==> src/rtl/uart_rx_pkg.sv <==
// Shared UART constants: one-hot state encodings and bit-period derivation,
// common to the receiver and transmitter.
`timescale 1ns/1ps
package uart_rx_pkg;

    typedef enum logic [3:0] {
        ST_IDLE  = 4'b0001,
        ST_START = 4'b0010,
        ST_DATA  = 4'b0100,
        ST_STOP  = 4'b1000
    } uart_state_e;

    localparam int unsigned DATA_BITS = 8;

    function automatic int unsigned bit_period(input int unsigned clk_freq,
                                               input int unsigned baud);
        return clk_freq / baud;
    endfunction

    function automatic int unsigned half_period(input int unsigned clk_freq,
                                                input int unsigned baud);
        return bit_period(clk_freq, baud) / 2;
    endfunction

endpackage

==> src/rtl/uart_rx_if.sv <==
// Serial line plus received-byte outputs of the UART receiver.
`timescale 1ns/1ps
interface uart_rx_if;
    logic       uartrx;
    logic       uart_rx_done;
    logic [7:0] odat;
    logic       frame_err;

    modport master (output uartrx, input uart_rx_done, odat, frame_err);
    modport slave  (input uartrx, output uart_rx_done, odat, frame_err);
endinterface

==> src/rtl/uart_rx_sync_2ff.sv <==
// Two-flop synchronizer for a single asynchronous bit, with a selectable
// reset value so an idle-high line does not look like a start edge.
`timescale 1ns/1ps
module sync_2ff #(
    parameter logic RESET_VAL = 1'b1
) (
    input  logic sys_clk,
    input  logic rst_n,
    input  logic i_d,
    output logic o_q
);
    logic r_meta;
    logic r_q;

    always_ff @(posedge sys_clk or negedge rst_n) begin
        if (!rst_n) begin
            r_meta <= RESET_VAL;
            r_q    <= RESET_VAL;
        end else begin
            r_meta <= i_d;
            r_q    <= r_meta;
        end
    end

    assign o_q = r_q;
endmodule

==> src/rtl/uart_rx.sv <==
// 8N1 UART receiver: falling-edge start detect, mid-bit sampling, and
// one-cycle done / frame-error pulses.
//   state | meaning
//   IDLE  | line idle, waiting for a falling edge on the synchronized line
//   START | counting half a bit to re-check the start bit at its centre
//   DATA  | sampling 8 data bits LSB first, one per full bit period
//   STOP  | sampling the stop bit at its centre, then back to IDLE
`timescale 1ns/1ps
module uart_rx
    import uart_rx_pkg::*;
#(
    parameter int UARTBaud = 115200,
    parameter int CLKFreq  = 50_000_000
) (
    input logic      sys_clk,
    input logic      rst_n,
    uart_rx_if.slave bus
);
    localparam int unsigned P     = bit_period(CLKFreq, UARTBaud);
    localparam int unsigned H     = half_period(CLKFreq, UARTBaud);
    localparam int unsigned CNT_W = (P > 2) ? $clog2(P) : 1;

    localparam logic [CNT_W-1:0] P_LAST = CNT_W'(P - 1);
    localparam logic [CNT_W-1:0] H_LAST = CNT_W'(H - 1);

    logic              w_rx_s;
    logic              r_rx_prev;
    uart_state_e       r_state;
    logic [CNT_W-1:0]  r_cnt;
    logic [2:0]        r_bit_idx;
    logic [7:0]        r_shift;
    logic [7:0]        r_odat;
    logic              r_done;
    logic              r_ferr;

    sync_2ff #(.RESET_VAL(1'b1)) u_sync (
        .sys_clk (sys_clk),
        .rst_n   (rst_n),
        .i_d     (bus.uartrx),
        .o_q     (w_rx_s)
    );

    always_ff @(posedge sys_clk or negedge rst_n) begin
        if (!rst_n) begin
            r_state   <= ST_IDLE;
            r_cnt     <= '0;
            r_bit_idx <= '0;
            r_shift   <= '0;
            r_odat    <= '0;
            r_done    <= 1'b0;
            r_ferr    <= 1'b0;
            r_rx_prev <= 1'b1;
        end else begin
            r_done    <= 1'b0;
            r_ferr    <= 1'b0;
            r_rx_prev <= w_rx_s;
            case (r_state)
                ST_IDLE: begin
                    r_cnt <= '0;
                    if (r_rx_prev && !w_rx_s) begin
                        r_state   <= ST_START;
                        r_bit_idx <= '0;
                    end
                end
                ST_START: begin
                    if (r_cnt == H_LAST) begin
                        r_cnt   <= '0;
                        // A line already back high at mid-start is a glitch.
                        r_state <= w_rx_s ? ST_IDLE : ST_DATA;
                    end else begin
                        r_cnt <= r_cnt + CNT_W'(1);
                    end
                end
                ST_DATA: begin
                    if (r_cnt == P_LAST) begin
                        r_cnt              <= '0;
                        r_shift[r_bit_idx] <= w_rx_s;
                        r_bit_idx          <= r_bit_idx + 3'd1;
                        if (r_bit_idx == 3'd7) begin
                            r_state <= ST_STOP;
                        end
                    end else begin
                        r_cnt <= r_cnt + CNT_W'(1);
                    end
                end
                ST_STOP: begin
                    if (r_cnt == P_LAST) begin
                        // Leaving at mid-stop leaves half a bit to catch a back-to-back start.
                        r_cnt   <= '0;
                        r_state <= ST_IDLE;
                        if (w_rx_s) begin
                            r_done <= 1'b1;
                            r_odat <= r_shift;
                        end else begin
                            r_ferr <= 1'b1;
                        end
                    end else begin
                        r_cnt <= r_cnt + CNT_W'(1);
                    end
                end
                default: begin
                    r_state <= ST_IDLE;
                    r_cnt   <= '0;
                end
            endcase
        end
    end

    assign bus.uart_rx_done = r_done;
    assign bus.frame_err    = r_ferr;
    assign bus.odat         = r_odat;
endmodule

==> src/flat_wrapper.sv <==
// flat-port wrapper written by rule: the top's interface ports become plain ports
module uart_rx_flat import uart_rx_pkg::*;
#(
    parameter int UARTBaud = 115200,
    parameter int CLKFreq  = 50_000_000
)
  (sys_clk, rst_n, bus_uartrx, bus_uart_rx_done, bus_odat, bus_frame_err);
  uart_rx_if bus_i ();
  input logic sys_clk;
  input logic rst_n;
  input wire logic [$bits(bus_i.uartrx)-1:0] bus_uartrx;
  output wire logic [$bits(bus_i.uart_rx_done)-1:0] bus_uart_rx_done;
  output wire logic [$bits(bus_i.odat)-1:0] bus_odat;
  output wire logic [$bits(bus_i.frame_err)-1:0] bus_frame_err;
  assign bus_i.uartrx = bus_uartrx;
  assign bus_uart_rx_done = bus_i.uart_rx_done;
  assign bus_odat = bus_i.odat;
  assign bus_frame_err = bus_i.frame_err;
  uart_rx #(.UARTBaud(UARTBaud), .CLKFreq(CLKFreq)) u_core (.sys_clk(sys_clk), .rst_n(rst_n), .bus(bus_i));
endmodule
==> config.mk <==
export PLATFORM = sky130hd
export DESIGN_NAME = uart_rx_flat
export DESIGN_NICKNAME = d
export VERILOG_FILES = /design/src/rtl/uart_rx_pkg.sv /design/src/rtl/uart_rx_if.sv /design/src/rtl/uart_rx_sync_2ff.sv /design/src/rtl/uart_rx.sv /design/src/flat_wrapper.sv
export SDC_FILE = /design/constraint.sdc
export NUM_CORES = 1
export LEC_CHECK = 0
export CAP_MARGIN = 20
export CORE_UTILIZATION = 40
export CTS_CLUSTER_DIAMETER = 40
export DETAILED_ROUTE_END_ITERATION = 16
export GPL_ROUTABILITY_DRIVEN = 0
export HOLD_SLACK_MARGIN = 0.06
export SLEW_MARGIN = 20
export SYNTH_ARGS = -nofsm -noshare
export SYNTH_HDL_FRONTEND = slang
export SYNTH_SLANG_ARGS = --single-unit
==> constraint.sdc <==
create_clock -name sys_clk -period 3.6 [get_ports sys_clk]
set_clock_uncertainty 0.05 [all_clocks]
set_input_delay 0.9 -clock sys_clk [delete_from_list [all_inputs] [get_ports sys_clk]]
set_output_delay 0.9 -clock sys_clk [all_outputs]
set_load 0.01 [all_outputs]
==> results of run 1 <==
layout by cell type, fill, tap and decap left out:
| cell type | count |
|---|---|
| sky130_fd_sc_hd__xnor2_1 | 4 |
| sky130_fd_sc_hd__nor2_1 | 13 |
| sky130_fd_sc_hd__ha_1 | 5 |
| sky130_fd_sc_hd__or4b_4 | 1 |
| sky130_fd_sc_hd__mux2_2 | 16 |
| sky130_fd_sc_hd__nor4_2 | 1 |
| sky130_fd_sc_hd__a21boi_0 | 1 |
| sky130_fd_sc_hd__xor2_1 | 3 |
| sky130_fd_sc_hd__o21ai_0 | 5 |
| sky130_fd_sc_hd__nor2b_1 | 3 |
| sky130_fd_sc_hd__nand2b_1 | 1 |
| sky130_fd_sc_hd__nor3_1 | 4 |
| sky130_fd_sc_hd__a211oi_1 | 1 |
| sky130_fd_sc_hd__clkbuf_8 | 6 |
| sky130_fd_sc_hd__a21oi_1 | 1 |
| sky130_fd_sc_hd__clkdlybuf4s50_1 | 11 |
| sky130_fd_sc_hd__and4_1 | 1 |
| sky130_fd_sc_hd__nand2_1 | 10 |
| sky130_fd_sc_hd__and3_1 | 2 |
| sky130_fd_sc_hd__nand4b_1 | 2 |
| sky130_fd_sc_hd__nand4_1 | 2 |
| sky130_fd_sc_hd__buf_2 | 1 |
| sky130_fd_sc_hd__o21bai_1 | 1 |
| sky130_fd_sc_hd__dfrtp_1 | 33 |
| sky130_fd_sc_hd__nand4bb_1 | 1 |
| sky130_fd_sc_hd__o21a_1 | 2 |
| sky130_fd_sc_hd__nand3b_1 | 3 |
| sky130_fd_sc_hd__clkbuf_1 | 2 |
| sky130_fd_sc_hd__nand3_1 | 5 |
| sky130_fd_sc_hd__and4b_1 | 1 |
| sky130_fd_sc_hd__or4b_2 | 1 |
| sky130_fd_sc_hd__or4_1 | 1 |
| sky130_fd_sc_hd__or4_4 | 1 |
| sky130_fd_sc_hd__nor3b_2 | 2 |
| sky130_fd_sc_hd__o221ai_1 | 1 |
| sky130_fd_sc_hd__nor4b_1 | 1 |
| sky130_fd_sc_hd__dfstp_2 | 4 |
| sky130_fd_sc_hd__inv_1 | 4 |
worst max-delay path: stages, from the launching register on:
cell and delay, ns:
sky130_fd_sc_hd__dfrtp_1 0.46, sky130_fd_sc_hd__or4b_4 0.60, sky130_fd_sc_hd__or4_4 0.48, sky130_fd_sc_hd__nor3b_2 0.20, sky130_fd_sc_hd__mux2_2 0.34
power groups by stage:
stage	combinational [mW]	sequential [mW]	clock (mW)
6_report	0.0397	0.441	0.291
5_1_grt	0.0464	0.444	0.325
4_1_cts	0.0408	0.441	0.305
3_5_place_dp	0.0406	0.448	0
3_3_place_gp	0.0394	0.448	0
2_1_floorplan	0.0288	0.443	0
stage by stage:
| stage | worst slack [ns] | total power [mW] | utilization, % | instance area, µm² | std cells |
|---|---|---|---|---|---|
| final | 1.35 | 0.772 | 48.0 | 1930 | 207 |
| after global routing | 1.26 | 0.815 | 48.0 | 1930 | 207 |
| after CTS | 1.34 | 0.787 | 48.0 | 1930 | 207 |
| after detailed placement | 1.37 | 0.489 | 45.8 | 1840 | 199 |
| after global placement | 1.38 | 0.487 | 45.8 | 1840 | 199 |
| after floorplan | 1.48 | 0.472 | - | 1690 | 142 |
synth_stat cells:
cell type	count
sky130_fd_sc_hd__ha_1	5
sky130_fd_sc_hd__nand4_1	2
sky130_fd_sc_hd__o21bai_1	1
sky130_fd_sc_hd__dfrtp_1	33
sky130_fd_sc_hd__buf_4	1
sky130_fd_sc_hd__nand4b_1	2
sky130_fd_sc_hd__clkbuf_1	1
sky130_fd_sc_hd__and4b_1	1
sky130_fd_sc_hd__o21ai_0	5
sky130_fd_sc_hd__nor3b_2	2
sky130_fd_sc_hd__or4_1	1
sky130_fd_sc_hd__nand4bb_1	1
sky130_fd_sc_hd__or4b_4	1
sky130_fd_sc_hd__a21boi_0	1
sky130_fd_sc_hd__o221ai_1	1
sky130_fd_sc_hd__nor4_2	1
sky130_fd_sc_hd__nand3_1	5
sky130_fd_sc_hd__nand3b_1	3
sky130_fd_sc_hd__nor3_1	4
sky130_fd_sc_hd__dfstp_2	4
sky130_fd_sc_hd__xnor2_1	4
sky130_fd_sc_hd__nor4b_1	1
sky130_fd_sc_hd__nand2b_1	1
sky130_fd_sc_hd__mux2_2	16
sky130_fd_sc_hd__xor2_1	3
sky130_fd_sc_hd__buf_2	2
sky130_fd_sc_hd__or4_4	1
sky130_fd_sc_hd__a21oi_1	1
sky130_fd_sc_hd__a211oi_1	1
sky130_fd_sc_hd__o21a_1	2
sky130_fd_sc_hd__buf_1	1
sky130_fd_sc_hd__nor2b_1	3
sky130_fd_sc_hd__nand2_1	10
sky130_fd_sc_hd__nor2_1	13
sky130_fd_sc_hd__and3_1	2
sky130_fd_sc_hd__or4b_2	1
sky130_fd_sc_hd__and4_1	1
sky130_fd_sc_hd__inv_1	4
metal layers:
metal / share of wire, % / wire length, µm / GRT usage [%]
met5: 0 / 0 / 0
met4: 2.5 / 72 / 11.2
met3: 2.8 / 80 / 4.11
met2: 45 / 1300 / 22.0
met1: 49 / 1400 / 20.3
final cells by class:
cell class	instances	area, µm²
Clock buffer	8	90.1
Fill cell	370	2090
Inverter	4	15.0
Multi-Input combinational cell	96	721
Sequential cell	37	931
Tap cell	50	62.6
Timing Repair Buffer	12	115
cells by family after synthesis:
family | Yosys count | share of synthesized area, %
muxes | 16 | 10.7
DFF | 37 | 55.0
AOI/OAI and AO/OA | 12 | 4.51
and+or+nand+nor | 56 | 20.1
buffers and inverters | 9 | 2.37
xor gates and xnor gates | 7 | 3.62
adders and majority gates | 5 | 3.70
how the worst max path moves through the flow:
stage | start | slack, ns | cells past startpoint | end
3_3_place_gp | u_core.r_state[3] | 1.38 | 4 | u_core.r_shift[1]
3_5_place_dp | u_core.r_cnt[2] | 1.37 | 4 | u_core.r_state[2]
4_1_cts | u_core.r_cnt[2] | 1.34 | 4 | u_core.r_state[2]
6_report | u_core.r_state[3] | 1.35 | 4 | u_core.r_shift[3]
2_1_floorplan | u_core.r_state[3] | 1.48 | 4 | u_core.r_shift[3]
5_1_grt | u_core.r_cnt[2] | 1.26 | 4 | u_core.r_state[2]
sequential cells by signal, indices dropped and copies added, names as in the netlist:
signal                   cells
u_core.bus.frame_err         1
u_core.bus.uart_rx_done      1
u_core.r_bit_idx             3
u_core.r_rx_prev             1
u_core.r_state               4
u_core.u_sync.o_q            1
u_core.r_shift               8
u_core.u_sync.r_meta         1
u_core.r_cnt                 9
u_core.bus.odat              8
==> reports/metrics.sh, run 1 <==
RESULT_OF_THE_RUN='completed'
IR_DROP_V=0.000183
LAYOUT-AREA-OVERHEAD-VS-SYNTH_PCT=14.3
TIMING.HOLD.WORST.CLASS='reg -> reg'
POST-ROUTE-PERIOD-UTIL_PCT=62.4
WORSTSETUPSTARTPOINTTYPE='flop'
YS_SEQ_ELEMENTS=37
TOTAL_NUMBER_OF_NETS_IN_THE_FINAL_DESIGN=164
SYNTH.CELL_AREA_MM2=0.00169
CTS_SETUP_BUFFERS=0
POWER.LEAKAGE_nW=0.834
ROUTE.VIAS.TOTAL=1066
REQUIRED_WORST_ENDPOINT_NS=3.72
IO_PINS=13
CELLPOWERDENSITY_mW_PER_MM2=399
SEQ_TOTAL_AREA_YOSYS_PCT=55.0
MAX_FREQ_GHz=0.445
HOLD_END='u_core.u_sync.o_q'
SWITCHING_POWER_mW=0.173
CTS_MADE_BUFFERS=5
FRACTION_OF_LAYOUT_INSTANCES_USING_A_DRIVE_STRENGTH_ABOVE_1_PCT=21.0
SHARE_CLK_OF_TOTAL_POWER_PCT=37.7
DETAIL_ROUTE.DRC_VIOLATIONS=0
VIASPERCELL=5.15
DRV.MAX_CAP_VIOLATION_COUNT=0
CTS_RESIZED=0
RR_STARTPOINT='u_core.r_state[3]'
FINALHOLDVIOLCOUNT=0
INITIAL_CORE_UTIL_PCT=42.0
SYNTH_NETS=150
DIE_WIDTH_UM=67.0
SYNTHESIS.YOSYS.WARNINGS=0
ANTENNA_VIOLATING_NETS_REMAINING=0
PLACEMENTROWS=23
GRT_USE_TOTAL_PCT=15.6
FF2FF_PATH_DEPTH=4
ANTENNA_CELLS_INSERTED=0
WORST_SKEW_LATE_LATENCY_NS=0.29
GRT_SETUP_UNREPAIRED='false'
WIRE_PER_INST_UM=13.8
ARRIVAL_NS=2.37
SWITCHING_SHARE_PCT=22.4
DESIGN.DIE.AREA_MM2=0.00449
GRT_MAX_DEGREE=38
CORE-AREA_MM2=0.00403
CLK_TRANSITION_REPORTED_PATHS_NS=0.06
CLOCKROOTBUFFER='sky130_fd_sc_hd__clkbuf_8'
DRT_ITER0_DRC=67
TIGHTEST_SLEW_NS=0.805
REGTOREGSETUPSLACK_NS=1.35
R2R-END='u_core.r_shift[3]'
TIMING.SLEW.HEADROOM_PCT=46.3
CLOCK_PATH_BUFFERS=2
SYNTH_LARGEST_TYPE_AREA_FRACTION_PCT=48.8
FINAL-MAX-SLEW-VIOLATION-COUNT=0
SYNTH.LARGEST_AREA_CELL='sky130_fd_sc_hd__dfrtp_1'
SYNTH_CELLS=142
HOLD-PATH-CELL-COUNT=0
SYNTH_AREA_LEADERS='sky130_fd_sc_hd__dfrtp_1 (49%), sky130_fd_sc_hd__mux2_2 (11%), sky130_fd_sc_hd__dfstp_2 (6.2%), sky130_fd_sc_hd__ha_1 (3.7%), sky130_fd_sc_hd__nor2_1 (2.9%)'
VERTICAL_DIE_DIMENSION_UM=67.0
SETUP_TOTAL_NEGATIVE_SLACK_NS=0
WORST_HOLD_SLACK_NS=0.311
CTS_TREE='yes'
WORSTSETUPENDPOINTTYPE='flop'
FINAL_CRITICAL_PATH_TIME_INCLUDING_I_O_DELAYS_AND_SETUP_NS=2.25
POSTCTSHOLDBUFS=0
GLOBALROUTE.TOTALOVERFLOW=0
SETUP_VIOLATIONS=0
P_INT_mW=0.599
POST_SYNTH_NUM_CELL_TYPES=38
SEQUENTIALPOWERSHARE_PCT=57.1
WIRELENGTH_UM=2850
WORSTPATHMAXFANOUT=7
SYN-MEAN-INSTANCE-AREA_UM2=11.9
NUMPORTBUFFERS=12
COMBPWRFRAC_PCT=5.1
HTREE_LEVELS=2
ANTENNA_FOUND_INITIAL=0
POST-DP-HPWL_UM=1930
FIRST_PASS_GRT_WIRE_LENGTH_UM=4970
CTS_SINKS=37
VIA_COUNT_OF_THE_FIRST_GLOBAL_ROUTING_PASS=1083
CRIT_TYPE='reg -> reg'
HP_START='u_core.u_sync.r_meta'
DR.PASS1.ITERS=3
(Power assumes the default switching activity.)
==> run 2: changes to the inputs <==
==> constraint.sdc (replaced) <==
create_clock -name sys_clk -period 2.23 [get_ports sys_clk]
set_clock_uncertainty 0.05 [all_clocks]
set_input_delay 0.5575 -clock sys_clk [delete_from_list [all_inputs] [get_ports sys_clk]]
set_output_delay 0.5575 -clock sys_clk [all_outputs]
set_load 0.01 [all_outputs]
==> run 2 against run 1 <==
Compared with the run above: core utilization increased by 1.9 points; design area increased by 4.0%; clock power increased by 53%; power increased by 60%; combinational power increased by 110%; sequential power increased by 61%; die area unchanged; hold slack got worse by 0.099 ns; register-to-register slack got worse by 1.3 ns; first-iteration DRC count increased by 18%; count of clock-buffer cells in the layout unchanged; sequential share of layout area decreased by 1.9 points; critical path type unchanged; largest cell class unchanged; highest routed layer unchanged.
==> reports/metrics.sh, run 2 (synthesis results as in run 1) <==
GLOBALROUTE.TOTALOVERFLOW=0  # unchanged
CLK_TRANSITION_REPORTED_PATHS_NS=0.07  # about the same
REG_AREA_UM2=931  # unchanged
FINAL-MAX-SLEW-VIOLATION-COUNT=0  # unchanged
CTS_MADE_BUFFERS=5  # unchanged
DETAIL_ROUTE.DRC_VIOLATIONS=0  # unchanged
POST-DP-HPWL_UM=2110  # +9.4%
GRT_MAX_DEGREE=27  # -29%
DRV.MAX_CAP_VIOLATION_COUNT=0  # unchanged
WIRE_PER_INST_UM=13.9  # +0.88%
DESIGN.DIE.AREA_MM2=0.00449  # unchanged
SWITCHING_SHARE_PCT=23.2  # +0.84 points
LARGEST_REG_FLOPS=9  # unchanged
ANTENNA_CELLS_INSERTED=0  # unchanged
WIRELENGTH_UM=3010  # +5.8%
GRT_SETUP_UNREPAIRED='false'
CTS_TREE='yes'
DR.PASS1.ITERS=4  # +1
MAX_FREQ_GHz=0.469  # +5.3%
CLOCKROOTBUFFER='sky130_fd_sc_hd__clkbuf_8'
TIMING.SLEW.HEADROOM_PCT=61.4  # +15 points
CTS_SINKS=37  # unchanged
HTREE_LEVELS=2  # unchanged
REQUIRED_WORST_ENDPOINT_NS=2.35  # -1.37 ns
ANTENNA_VIOLATING_NETS_REMAINING=0  # unchanged
REGMOSTFLOPS='u_core.r_cnt'
DETAILEDPLACE.WORSTSLACK_NS=0.111  # -1.26 ns
LAYOUT-AREA-OVERHEAD-VS-SYNTH_PCT=18.9
SHARE_CLK_OF_TOTAL_POWER_PCT=35.9  # -1.8 points
CLOCK_PATH_BUFFERS=2  # unchanged
WORSTSETUPENDPOINTTYPE='flop'
INITIAL_CORE_UTIL_PCT=42.0  # unchanged
SETUP_VIOLATIONS=0  # unchanged
WORSTSETUPSTARTPOINTTYPE='flop'
DESIGN_POWER_TOTAL_mW=1.24  # +60%
WORSTPATHMAXFANOUT=6  # -1
TOTAL_NUMBER_OF_NETS_IN_THE_FINAL_DESIGN=174  # +6.1%
DIE_WIDTH_UM=67.0  # unchanged
MOSTFREQUENTLAYOUTCELL='sky130_fd_sc_hd__dfrtp_1'
POST-ROUTE-WORST-SETUP-SLACK_NS=0.0976  # -1.26 ns
IR_DROP_V=0.000370  # +100%
SWITCHING_POWER_mW=0.287  # +66%
FIRST_PASS_GRT_WIRE_LENGTH_UM=5400  # +8.7%
TIMING.HOLD.WORST.CLASS='in -> async'
ANTENNA_FOUND_INITIAL=0  # unchanged
P_INT_mW=0.949  # +58%
VERTICAL_DIE_DIMENSION_UM=67.0  # unchanged
POST-ROUTE-PERIOD-UTIL_PCT=95.6  # +33 points
DRT_ITER0_DRC=79  # +18%
RESULT_OF_THE_RUN='completed'
FINALHOLDVIOLCOUNT=0  # unchanged
VIA_COUNT_OF_THE_FIRST_GLOBAL_ROUTING_PASS=1089  # +0.55%
ARRIVAL_NS=2.26  # -0.11 ns
CORE-AREA_MM2=0.00403  # unchanged
IO_PINS=13  # unchanged
CRIT_TYPE='reg -> reg'
TIGHTEST_SLEW_NS=0.579  # -0.226 ns
PLACEMENTROWS=23  # unchanged
NUMPORTBUFFERS=12  # unchanged
CTS_RESIZED=0  # unchanged
FINAL_CRITICAL_PATH_TIME_INCLUDING_I_O_DELAYS_AND_SETUP_NS=2.13  # -0.113 ns
SEQUENTIALPOWERSHARE_PCT=57.5  # +0.4 points
CELLPOWERDENSITY_mW_PER_MM2=614  # +54%
ROUTE.VIAS.TOTAL=1121  # +5.2%
VIASPERCELL=5.17  # +0.31%
MULTI_INPUT_AREA_UM2=721  # unchanged
LAYOUT.FILLER_CELLS=381  # +3.0%
GRT_USE_TOTAL_PCT=16.7  # +1.1 points
POWER.LEAKAGE_nW=0.881  # +5.6%
FRACTION_OF_LAYOUT_INSTANCES_USING_A_DRIVE_STRENGTH_ABOVE_1_PCT=25.1  # +4.1 points
MOST-COMMON-LAYOUT-CELLS='sky130_fd_sc_hd__dfrtp_1 (33), sky130_fd_sc_hd__mux2_2 (16), sky130_fd_sc_hd__nor2_1 (13)'
CTS_SETUP_BUFFERS=0  # unchanged
SETUP_TOTAL_NEGATIVE_SLACK_NS=0  # unchanged
WORST_SKEW_LATE_LATENCY_NS=0.29  # about the same
COMBPWRFRAC_PCT=6.6  # +1.5 points
POSTCTSHOLDBUFS=0  # unchanged
[run 2: cell types whose count changed in the layout (fill, tap and decap cells not counted)]
cell | before | now
sky130_fd_sc_hd__buf_4 | 0 | 9
sky130_fd_sc_hd__buf_12 | 0 | 1
sky130_fd_sc_hd__clkbuf_1 | 2 | 3
sky130_fd_sc_hd__clkbuf_8 | 6 | 5
[run 2: power groups by stage]
| stage | clock [mW] | combinational (mW) | sequential, mW |
|---|---|---|---|
| finish | 0.444 | 0.0814 | 0.711 |
| CTS | 0.458 | 0.0833 | 0.709 |
| global placement | 0 | 0.0786 | 0.721 |
| global route | 0.495 | 0.0934 | 0.712 |
| detailed placement | 0 | 0.0832 | 0.722 |
| floorplan | 0 | 0.0465 | 0.715 |
[run 2: area by class of cell]
| class | count | area share, % |
|---|---|---|
| Timing Repair Buffer | 22 | 10.1 |
| Sequential cell | 37 | 46.3 |
| Inverter | 4 | 0.746 |
| Clock buffer | 8 | 3.98 |
| Multi-Input combinational cell | 96 | 35.8 |
| Tap cell | 50 | 3.11 |
[run 2: metal layers]
metal  vias to the layer above  global-route usage, %  share of wire, %
met5                         -                      0                 0
li1                        543                      -                 -
met1                       550                   22.1                47
met4                         0                   7.98               2.1
met3                         6                   5.14               3.6
met2                        22                   24.4                47
[run 2: critical path, cell delays in order (launching register included)]
cell and delay, ns:
sky130_fd_sc_hd__dfrtp_1 0.43, sky130_fd_sc_hd__or4b_4 0.54, sky130_fd_sc_hd__or4_4 0.46, sky130_fd_sc_hd__nor3b_2 0.19, sky130_fd_sc_hd__mux2_2 0.35
[run 2: stage by stage]
stage / instances / hold slack [ns] / instance area, µm² / utilization (%)
2_1_floorplan: 142 / 0.212 / 1690 / -
3_3_place_gp: 209 / 0.296 / 1930 / 48.0
3_5_place_dp: 209 / 0.301 / 1930 / 48.0
4_1_cts: 217 / 0.228 / 2010 / 49.9
5_1_grt: 217 / 0.246 / 2010 / 49.9
6_report: 217 / 0.212 / 2010 / 49.9
[run 2: path summary, 6_finish.rpt]
kind                                       from                    to  slack [ns]  cells after the start
hold / removal                            rst_n  u_core.bus.frame_err        0.21                      1
setup reg to reg              u_core.r_state[1]     u_core.r_shift[3]         0.1                      4
hold reg to reg            u_core.u_sync.r_meta     u_core.u_sync.o_q        0.31                      0
max in group asynchronous                 rst_n  u_core.u_sync.r_meta        1.31                      2
setup / recovery              u_core.r_state[1]     u_core.r_shift[3]         0.1                      4
min in group sys_clk       u_core.u_sync.r_meta     u_core.u_sync.o_q        0.31                      0
==> run 3: changes to the inputs <==
==> constraint.sdc (replaced) <==
create_clock -name sys_clk -period 2.2 [get_ports sys_clk]
set_clock_uncertainty 0.05 [all_clocks]
set_input_delay 0.55 -clock sys_clk [delete_from_list [all_inputs] [get_ports sys_clk]]
set_output_delay 0.55 -clock sys_clk [all_outputs]
set_load 0.01 [all_outputs]
==> run 3 against run 2 <==
Compared with the run above: die area is the same; largest power group unchanged; sequential share of layout area is 0.40 points lower; via count rose by 1.4%; global-route usage is 0.29 points lower; power up 6.3%; sequential cell count unchanged; highest routed layer unchanged; routed wire length shrank 1.2%; cell count stayed put; register-to-register slack better by 0.02 ns; combinational power hardly changed; non-clock buffer count unchanged; setup slack improved by 0.022 ns.
==> reports/metrics.sh, run 3 (synthesis results as in run 1) <==
CTS_SINKS=37  # unchanged
GRT_USE_TOTAL_PCT=16.4  # -0.29 points
FIN_AREA_MM2=0.00203  # +0.87%
PLACEMENTROWS=23  # unchanged
POWER.LEAKAGE_nW=0.890  # +1.0%
FINAL-MAX-SLEW-VIOLATION-COUNT=0  # unchanged
TIMING.HOLD.WORST.CLASS='in -> async'
SETUP_VIOLATIONS=0  # unchanged
MOSTFREQUENTLAYOUTCELL='sky130_fd_sc_hd__dfrtp_1'
ROUTE.VIAS.TOTAL=1137  # +1.4%
DESIGN_POWER_TOTAL_mW=1.31  # +6.3%
FRACTION_OF_LAYOUT_INSTANCES_USING_A_DRIVE_STRENGTH_ABOVE_1_PCT=26.9  # +1.8 points
CLOCK_PATH_BUFFERS=2  # unchanged
DIE_WIDTH_UM=67.0  # unchanged
POST-DP-HPWL_UM=2120  # +0.21%
IR_DROP_V=0.000369  # -0.38%
WORST_SKEW_LATE_LATENCY_NS=0.29  # about the same
VERTICAL_DIE_DIMENSION_UM=67.0  # unchanged
WORSTSETUPENDPOINTTYPE='flop'
CORE-AREA_MM2=0.00403  # unchanged
CTS_SETUP_BUFFERS=0  # unchanged
FF2FF_PATH_DEPTH=4  # unchanged
LAYOUT-AREA-OVERHEAD-VS-SYNTH_PCT=20.0
DESIGN.DIE.AREA_MM2=0.00449  # unchanged
TOTAL_NUMBER_OF_NETS_IN_THE_FINAL_DESIGN=174  # unchanged
FINAL_CRITICAL_PATH_TIME_INCLUDING_I_O_DELAYS_AND_SETUP_NS=2.08  # -0.0523 ns
LARGEST_REG_FLOPS=9  # unchanged
CLK_TRANSITION_REPORTED_PATHS_NS=0.07  # about the same
MOST-COMMON-LAYOUT-CELLS='sky130_fd_sc_hd__dfrtp_1 (33), sky130_fd_sc_hd__mux2_2 (16), sky130_fd_sc_hd__nor2_1 (13)'
REGMOSTFLOPS='u_core.r_cnt'
CRIT_TYPE='reg -> reg'
CLOCKROOTBUFFER='sky130_fd_sc_hd__clkbuf_8'
WIRE_PER_INST_UM=13.7  # -1.2%
GRT_MAX_DEGREE=38  # +41%
DRV.MAX_CAP_VIOLATION_COUNT=0  # unchanged
TIMING.SLEW.HEADROOM_PCT=69.5  # +8.1 points
NUMPORTBUFFERS=12  # unchanged
CTS_TREE='yes'
GRT_SETUP_UNREPAIRED='false'
TIGHTEST_SLEW_NS=0.457  # -0.121 ns
DR.PASS1.ITERS=4  # unchanged
ANTENNA_VIOLATING_NETS_REMAINING=0  # unchanged
ARRIVAL_NS=2.20  # -0.06 ns
REGTOREGSETUPSLACK_NS=0.12  # +0.02 ns
VIA_COUNT_OF_THE_FIRST_GLOBAL_ROUTING_PASS=1144  # +5.1%
GLOBALROUTE.TOTALOVERFLOW=0  # unchanged
FIRST_PASS_GRT_WIRE_LENGTH_UM=5340  # -1.1%
REQUIRED_WORST_ENDPOINT_NS=2.32  # -0.03 ns
ANTENNA_CELLS_INSERTED=0  # unchanged
CTS_MADE_BUFFERS=5  # unchanged
WORSTPATHMAXFANOUT=4  # -2
INITIAL_CORE_UTIL_PCT=42.0  # unchanged
ANTENNA_FOUND_INITIAL=0  # unchanged
DETAIL_ROUTE.DRC_VIOLATIONS=0  # unchanged
PLACE_AREA_MM2=0.00192  # -0.65%
HTREE_LEVELS=2  # unchanged
WORSTSETUPSTARTPOINTTYPE='flop'
SETUP_TOTAL_NEGATIVE_SLACK_NS=0  # unchanged
POST-ROUTE-PERIOD-UTIL_PCT=94.5  # -1.1 points
VIASPERCELL=5.24  # +1.4%
IO_PINS=13  # unchanged
WIRELENGTH_UM=2980  # -1.2%
CELLPOWERDENSITY_mW_PER_MM2=647  # +5.4%
RESULT_OF_THE_RUN='completed'
DRT_ITER0_DRC=55  # -30%
LAYOUT.FILLER_CELLS=364  # -4.5%
FINALHOLDVIOLCOUNT=0  # unchanged
MAX_FREQ_GHz=0.481  # +2.5%
==> run 3: layout make-up <==
type                    count  area (µm²)  share of cell area [%]
clock buffers               7        96.3                    4.75
clock inverters             1        5.00                   0.247
inverters                   4        15.0                   0.740
multi-input cells          96         729                    35.9
flip-flops and latches     37         931                    45.9
well taps                  50        62.6                    3.08
repair buffers             22         190                    9.37
==> run 3: critical path: stages (launching register included) <==
cell and delay [ns]:
sky130_fd_sc_hd__dfrtp_1 0.38, sky130_fd_sc_hd__or4b_4 0.54, sky130_fd_sc_hd__or4_4 0.46, sky130_fd_sc_hd__nor3b_2 0.20, sky130_fd_sc_hd__mux2_2 0.34
==> run 3: where the power goes <==
part           total (mW)  leakage, nW  internal, mW  switching (mW)
Clock               0.515       0.0542         0.283           0.232
Combinational      0.0815        0.334        0.0343          0.0471
Sequential          0.716        0.502         0.700          0.0161
Total                1.31        0.890          1.02           0.296
==> run 3: path summary, 6_finish.rpt <==
check | startpoint | endpoint
max in group asynchronous | rst_n | u_core.u_sync.r_meta
hold reg to reg | u_core.u_sync.r_meta | u_core.u_sync.o_q
hold / removal | rst_n | u_core.bus.odat[2]
setup reg to reg | u_core.r_state[3] | u_core.r_shift[3]
setup / recovery | u_core.r_state[3] | u_core.r_shift[3]
min in group sys_clk | u_core.u_sync.r_meta | u_core.u_sync.o_q
==> run 3: per-layer routing <==
| metal | vias to the layer above | GRT usage (%) | wire length, µm |
|---|---|---|---|
| met3 | 8 | 5.31 | 97 |
| met1 | 562 | 22.2 | 1470 |
| li1 | 550 | - | - |
| met5 | - | 0 | 0 |
| met4 | 0 | 7.45 | 53 |
| met2 | 17 | 23.5 | 1360 |
==> run 3: through the flow <==
stage	std cells	utilization [%]	hold slack (ns)	worst slack, ns
3_5_place_dp	209	47.6	0.300	0.118
5_1_grt	217	50.4	0.279	0.0297
6_report	217	50.4	0.250	0.120
3_3_place_gp	209	47.6	0.298	0.142
4_1_cts	217	50.2	0.263	0.109
2_1_floorplan	142	-	0.204	0.0844
==> run 3: what timing repair did <==
action,CTS,global route
hold buffers,0,0
gates resized for setup,0,1
endpoints found under the setup margin,0,3
